$ cat config.mk
export PLATFORM = sky130hd
export DESIGN_NAME = pipe_stage_reg
export DESIGN_NICKNAME = d
export VERILOG_FILES = /design/src/rtl/pipe_pkg.sv /design/src/rtl/pipe_payload_reg.sv /design/src/rtl/pipe_stage_reg.sv
export SDC_FILE = /design/constraint.sdc
export NUM_CORES = 1
export LEC_CHECK = 0
export ABC_AREA = 1
export CAP_MARGIN = 25
export CORE_MARGIN = 2
export CORE_UTILIZATION = 38
export DETAILED_ROUTE_END_ITERATION = 10
export PLACE_DENSITY = 0.82
export SYNTH_ARGS = -nofsm -noshare
export SYNTH_HDL_FRONTEND = slang
export SYNTH_SLANG_ARGS = --single-unit
$ cat constraint.sdc
create_clock -name clk_i -period 1.1 [get_ports clk_i]
set_clock_uncertainty 0.15 [all_clocks]
set_input_delay 0.165 -clock clk_i [delete_from_list [all_inputs] [get_ports clk_i]]
set_output_delay 0.165 -clock clk_i [all_outputs]
set_load 0.02 [all_outputs]
$ cat src/rtl/pipe_pkg.sv
// Shared types for the writeback pipeline stage register.
// Holds the payload struct (default widths), the stage-state enum and a
// small helper that maps a stage state to its held-entry count.
package pipe_pkg;

  localparam int PIPE_DATA_W = 32;
  localparam int PIPE_RD_W   = 5;

  // One beat travelling through the stage.
  typedef struct packed {
    logic                   reg_write;
    logic                   mem_to_reg;
    logic [PIPE_DATA_W-1:0] data;
    logic [PIPE_DATA_W-1:0] readdata;
    logic [PIPE_RD_W-1:0]   rd;
  } payload_t;

  // Number of entries held by the stage.
  typedef enum logic [1:0] {
    ST_EMPTY = 2'd0,
    ST_ONE   = 2'd1,
    ST_FULL  = 2'd2
  } stage_state_t;

  // Occupancy count reported for a given stage state.
  function automatic logic [1:0] state_occupancy(input stage_state_t s);
    logic [1:0] occ;
    case (s)
      ST_EMPTY: occ = 2'd0;
      ST_ONE:   occ = 2'd1;
      ST_FULL:  occ = 2'd2;
      default:  occ = 2'd0;
    endcase
    return occ;
  endfunction

endpackage

$ cat src/rtl/pipe_payload_reg.sv
// Enable-loaded payload register with synchronous active-high reset.
// Used for the head entry and, when the skid buffer is built, the skid entry.
module pipe_payload_reg #(
  parameter int W = 71
) (
  input  logic         clk_i,
  input  logic         rst_i,
  input  logic         load_i,
  input  logic [W-1:0] d_i,
  output logic [W-1:0] q_o
);

  logic [W-1:0] q_r;

  // Capture a new beat when loaded; clear on reset; otherwise hold.
  always_ff @(posedge clk_i) begin
    if (rst_i) begin
      q_r <= {W{1'b0}};
    end else if (load_i) begin
      q_r <= d_i;
    end else begin
      q_r <= q_r;
    end
  end

  assign q_o = q_r;

endmodule

$ cat src/rtl/pipe_stage_reg.sv
// Writeback pipeline stage register with valid/ready handshakes.
// Build option PIPE_STAGE_REG_SKID_EN: when defined, a second (skid) entry is
// added so ready_o is fully registered and never depends on ready_i. When
// undefined, a single entry is held and ready_o = !valid_o || ready_i.
module pipe_stage_reg
  import pipe_pkg::*;
#(
  parameter int DATA_W = PIPE_DATA_W,
  parameter int RD_W   = PIPE_RD_W
) (
  input  logic              clk_i,
  input  logic              rst_i,
  input  logic              flush_i,
  input  logic              valid_i,
  output logic              ready_o,
  input  logic              reg_write_i,
  input  logic              mem_to_reg_i,
  input  logic [DATA_W-1:0] data_i,
  input  logic [DATA_W-1:0] readdata_i,
  input  logic [RD_W-1:0]   rd_i,
  output logic              valid_o,
  input  logic              ready_i,
  output logic              reg_write_o,
  output logic              mem_to_reg_o,
  output logic [DATA_W-1:0] data_o,
  output logic [DATA_W-1:0] readdata_o,
  output logic [RD_W-1:0]   rd_o,
  output logic [DATA_W-1:0] wb_data_o,
  output logic [1:0]        occupancy_o
);

  // Flat payload layout, MSB first: reg_write, mem_to_reg, data, readdata, rd.
  localparam int PAY_W = 2 + 2 * DATA_W + RD_W;

  stage_state_t     state_r;
  stage_state_t     state_nxt_s;
  logic             valid_r;
  logic [1:0]       occ_r;
  logic             in_xfer_s;
  logic             out_xfer_s;
  logic             head_load_s;
  logic [PAY_W-1:0] in_pay_s;
  logic [PAY_W-1:0] head_d_s;
  logic [PAY_W-1:0] head_q_s;

  assign in_pay_s   = {reg_write_i, mem_to_reg_i, data_i, readdata_i, rd_i};
  assign in_xfer_s  = valid_i & ready_o;
  assign out_xfer_s = valid_r & ready_i;

`ifdef PIPE_STAGE_REG_SKID_EN

  logic             ready_r;
  logic             skid_load_s;
  logic             head_from_skid_s;
  logic [PAY_W-1:0] skid_q_s;

  assign ready_o  = ready_r;
  assign head_d_s = head_from_skid_s ? skid_q_s : in_pay_s;

  // Next-state and entry-load decode for the two-entry stage.
  always_comb begin
    state_nxt_s      = state_r;
    head_load_s      = 1'b0;
    skid_load_s      = 1'b0;
    head_from_skid_s = 1'b0;
    if (flush_i) begin
      state_nxt_s = ST_EMPTY;
    end else begin
      case (state_r)
        ST_EMPTY: begin
          if (in_xfer_s) begin
            state_nxt_s = ST_ONE;
            head_load_s = 1'b1;
          end else begin
            state_nxt_s = ST_EMPTY;
          end
        end
        ST_ONE: begin
          if (in_xfer_s && out_xfer_s) begin
            state_nxt_s = ST_ONE;
            head_load_s = 1'b1;
          end else if (in_xfer_s) begin
            state_nxt_s = ST_FULL;
            skid_load_s = 1'b1;
          end else if (out_xfer_s) begin
            state_nxt_s = ST_EMPTY;
          end else begin
            state_nxt_s = ST_ONE;
          end
        end
        ST_FULL: begin
          // ready_o is low here, so only the drain side can move.
          if (out_xfer_s) begin
            state_nxt_s      = ST_ONE;
            head_load_s      = 1'b1;
            head_from_skid_s = 1'b1;
          end else begin
            state_nxt_s = ST_FULL;
          end
        end
        default: begin
          state_nxt_s = ST_EMPTY;
        end
      endcase
    end
  end

  // Registered ready: accept whenever the next state leaves a free slot.
  always_ff @(posedge clk_i) begin
    if (rst_i) begin
      ready_r <= 1'b1;
    end else begin
      ready_r <= (state_nxt_s != ST_FULL);
    end
  end

  pipe_payload_reg #(.W(PAY_W)) u_skid_reg (
    .clk_i  (clk_i),
    .rst_i  (rst_i),
    .load_i (skid_load_s),
    .d_i    (in_pay_s),
    .q_o    (skid_q_s)
  );

`else

  assign ready_o  = !valid_r || ready_i;
  assign head_d_s = in_pay_s;

  // Next-state and head-load decode for the single-entry stage.
  always_comb begin
    state_nxt_s = state_r;
    head_load_s = 1'b0;
    if (flush_i) begin
      state_nxt_s = ST_EMPTY;
    end else begin
      case (state_r)
        ST_EMPTY: begin
          if (in_xfer_s) begin
            state_nxt_s = ST_ONE;
            head_load_s = 1'b1;
          end else begin
            state_nxt_s = ST_EMPTY;
          end
        end
        ST_ONE: begin
          // An accepted beat here implies ready_i, so the head is replaced.
          if (in_xfer_s) begin
            state_nxt_s = ST_ONE;
            head_load_s = 1'b1;
          end else if (out_xfer_s) begin
            state_nxt_s = ST_EMPTY;
          end else begin
            state_nxt_s = ST_ONE;
          end
        end
        default: begin
          state_nxt_s = ST_EMPTY;
        end
      endcase
    end
  end

`endif

  // Stage state plus its registered valid and occupancy decodes.
  always_ff @(posedge clk_i) begin
    if (rst_i) begin
      state_r <= ST_EMPTY;
      valid_r <= 1'b0;
      occ_r   <= 2'd0;
    end else begin
      state_r <= state_nxt_s;
      valid_r <= (state_nxt_s != ST_EMPTY);
      occ_r   <= state_occupancy(state_nxt_s);
    end
  end

  pipe_payload_reg #(.W(PAY_W)) u_head_reg (
    .clk_i  (clk_i),
    .rst_i  (rst_i),
    .load_i (head_load_s),
    .d_i    (head_d_s),
    .q_o    (head_q_s)
  );

  assign valid_o      = valid_r;
  assign occupancy_o  = occ_r;
  assign mem_to_reg_o = head_q_s[PAY_W-2];
  assign data_o       = head_q_s[PAY_W-3 -: DATA_W];
  assign readdata_o   = head_q_s[RD_W +: DATA_W];
  assign rd_o         = head_q_s[RD_W-1:0];
  // Writes to register 0 are never signalled downstream.
  assign reg_write_o  = head_q_s[PAY_W-1] & valid_r & (|head_q_s[RD_W-1:0]);
  assign wb_data_o    = mem_to_reg_o ? readdata_o : data_o;

endmodule

==> impl_metrics.csv, run 1 <==
group,metric,value,unit
setup_path,worstSetupPathType,"flip-flop to output port",
global_route,grt_usage,29.0,%
run_status,status,"complete, but fails checks",
pwr,p_clk_share,29.1,%
floorplan,die_area,11800,um2
drt,avgViaCountPerCell,5.17,
setup_path,cp.required,780,ps
placed_design,place_area,6820,um2
synthesis,synthSimpleGateAreaFrac,22.3,%
synthesis,synth_top_family_by_area,"buffers and inverters",
pwr,total_power,9.25,mW
floorplan,pin_count,183,
floorplan,die_w,108,um
placed_design,dp.cells,917,
synthesis,synth_cells,585,
pwr,switching_share,30.8,%
synthesis,synth-xor-area-share,0,%
floorplan,die_h,108,um
synthesis,yosysMostFrequentCell,"buf_4",
run,drv_cap,0,
setup_path,r2r.worst_path.cells,8,
final_layout,final_cell_area,9370,um2
placed_design,dpl.hpwl,9300,um
floorplan,placementRows,38,
timing,worst_hold_slack,47.1,ps
setup_path,worstReg2RegEnd,"u_head_reg.q_o[46]$_SDFFE_PP0P_",
pwr,comb_power_share,38.5,%
timing,fin_crit,1740,ps
min_path,min_to,"occupancy_o[0]$_SDFF_PP0_",
setup_path,end_kind,"output port",
clock_network,cts_tree,"done",
drt,drt-total-wl,21000,um
pwr,cellLeakagePower,4.40,nW
drt,routedWlPerCell,20.9,um
min_path,hold_class,"input pin to flip-flop",
drt,ant_nets,0,
synthesis,netlist.area_leader.share,34.8,%
placed_design,portBuffers,181,
drt,drt_iter0_markers,231,
synthesis,synthTopCellsByCount,"87 x buf_4, 74 x nand2_1, 73 x inv_1, 73 x nor2_1",
timing,finalMaxSlewViolations,0,
pwr,powerDensity,988,nW/um2
synthesis,synth_area_leaders,"dfxtp_1 35%, buf_4 16%, a21oi_1 8.7%",
global_route,first_global_vias,5232,
run_status,violations,"setup timing",
synthesis,synth_edf_count,0,
pwr,p_sw,2.85,mW
final_layout,layoutNonFillerInstCount,1006,
synthesis,syn_area,4150,um2
setup_path,cp_max_fo,8,
timing,fin_ws,-645,ps
synthesis,yosysSeqAreaShare,34.8,%
global_route,overflow,0,
synthesis,synth_compound_area_share,8.87,%
pwr,ir_drop,715,uV
setup_path,start_kind,"flip-flop",
synthesis,synth_flop_cell,"dfxtp_1",
clock_network,clk_transition_reported_paths,90,ps
clock_network,cts_max_level,3,
clock_network,cts-hold-fix-buffers,0,
final_layout,layout.nets,936,
timing,fmax,573,MHz
global_route,antenna_found_initial,1,
timing,fin_crit_sh,159,%
synthesis,avgSynthCellArea,7.09,um2
clock_network,clk_latency,330,ps
min_path,hold_path_depth,2,
drt,num_vias,5197,
setup_path,r2r_setup_slack,-520,ps
timing,final-hold-violation-count,0,
clock_network,cts.sink_count,72,
placed_design,gp_congestion,0.809,
global_route,grt_max_degree,62,
drt,remaining_drc_errors,0,
synthesis,synth_cell_types,15,
clock_network,ctsLongestPathBuffers,2,
timing,setup_viol,178,
synthesis,ys_ff_latch,72,
pwr,internal_power,6.40,mW
synthesis,synthMuxAreaShare,8.69,%
floorplan,initial_core_util,38.6,%
synthesis,ys_warn_count,0,
pwr,power_frac_seq,32.4,%
global_route,grt_pass1_wl,26500,um
clock_network,numCtsBuffers,9,
synthesis,yosys.area_share.adder,0,%
final_layout,areaGrowthSynthToFinish,126,%
synthesis,synth_top_cell_by_area,"dfxtp_1",
drt,dr.pass1.iters,4,
floorplan,core_area,10700,um2
synthesis,ys_async_sr_fraction,0,%
synthesis,synth_fp_nets,661,
clock_network,clockRootBuffer,"clkbuf_8",
placed_design,place_ws,-698,ps
setup_path,r2r-start,"occupancy_o[0]$_SDFF_PP0_",
timing,grt_setup_unrepaired,"yes",
min_path,min-delay-start,"flush_i",
final_layout,layout-drive-gt1-share,68.1,%
setup_path,arrival,1430,ps
kinds of logic (layout without fill, tap and decap cells):
family | after synthesis | count (layout)
buffers and inverters | 187 | 467
and+or+nand+nor | 220 | 220
AOI/OAI and AO/OA | 73 | 73
muxes | 32 | 32
DFF | 72 | 72
other | 1 | 2
worst max path at each step:
stage / from / to / cells after the start
6_report: u_head_reg.q_o[69]$_SDFFE_PP0P_ / wb_data_o[9] / 4
5_1_grt: u_head_reg.q_o[69]$_SDFFE_PP0P_ / wb_data_o[16] / 4
4_1_cts: u_head_reg.q_o[69]$_SDFFE_PP0P_ / wb_data_o[9] / 5
3_5_place_dp: ready_i / ready_o / 4
3_3_place_gp: ready_i / ready_o / 4
2_1_floorplan: u_head_reg.q_o[69]$_SDFFE_PP0P_ / wb_data_o[10] / 3
through the flow:
| step | utilization [%] | TNS [ps] |
|---|---|---|
| floorplan | - | -10290 |
| global placement | 63.4 | -76320 |
| detailed placement | 63.4 | -80950 |
| CTS | 80.4 | -51800 |
| global route | 87.2 | -59610 |
| finish | 87.2 | -53200 |
power by group through the flow:
stage	clock, mW	combinational, mW	sequential (mW)
global route	2.84	3.71	3.01
floorplan	0	1.46	2.98
global placement	0	2.48	2.97
CTS	2.67	3.12	2.98
detailed placement	0	2.56	2.98
finish	2.69	3.56	3.00
final cells by class:
cell class                 instances  area, um2
clock inverter                     5        103
fill                             493       1380
clock buffer                      11        151
multi-input combinational        326       2760
tap                              140        175
timing repair buffer             376       4320
inverter                          75        282
sequential                        72       1570
antenna                            1       2.50
sequential cells by signal, summed over array words and instances, names as in the netlist:
register / cells
occupancy_o: 1
u_head_reg.q_o: 71
timing repair:
| item | CTS | global route |
|---|---|---|
| resized for setup | 813 | 169 |
| pin swaps | 71 | 74 |
| cloned | 22 | 4 |
| setup endpoints to repair | 177 | 178 |
| buffers inserted | 33 | 45 |
layout by cell type (no fill, tap or decap), types with 21 or more instances in the layout:
master,synthesis,final
nand3_2,0,49
nor2_1,73,59
a21oi_4,0,30
clkdlybuf4s50_1,0,73
mux2_4,0,30
buf_12,0,21
buf_6,0,152
a21oi_2,0,42
inv_1,73,73
nand2_1,74,55
dfxtp_2,0,54
buf_4,87,93
per-layer routing:
metal,up-vias,global-route usage (%),wire (um)
met5,-,0,0
met4,0,14.0,1060
met3,81,6.45,1280
li1,2334,-,-
met2,253,53.3,11200
met1,2529,31.3,7530
worst max-delay path, cell delays in order (launching register included):
cell and delay (ps):
dfxtp_4 400, buf_12 120, buf_12 130, mux2_4 320, buf_6 130
(Power assumes the default switching activity.)
==> inputs of run 2 (changes only) <==
Settings changed: CAP_MARGIN 25 to unset.
==> results of run 2 <==
The final DEF is identical to that of run 1; final timing and power are the same.
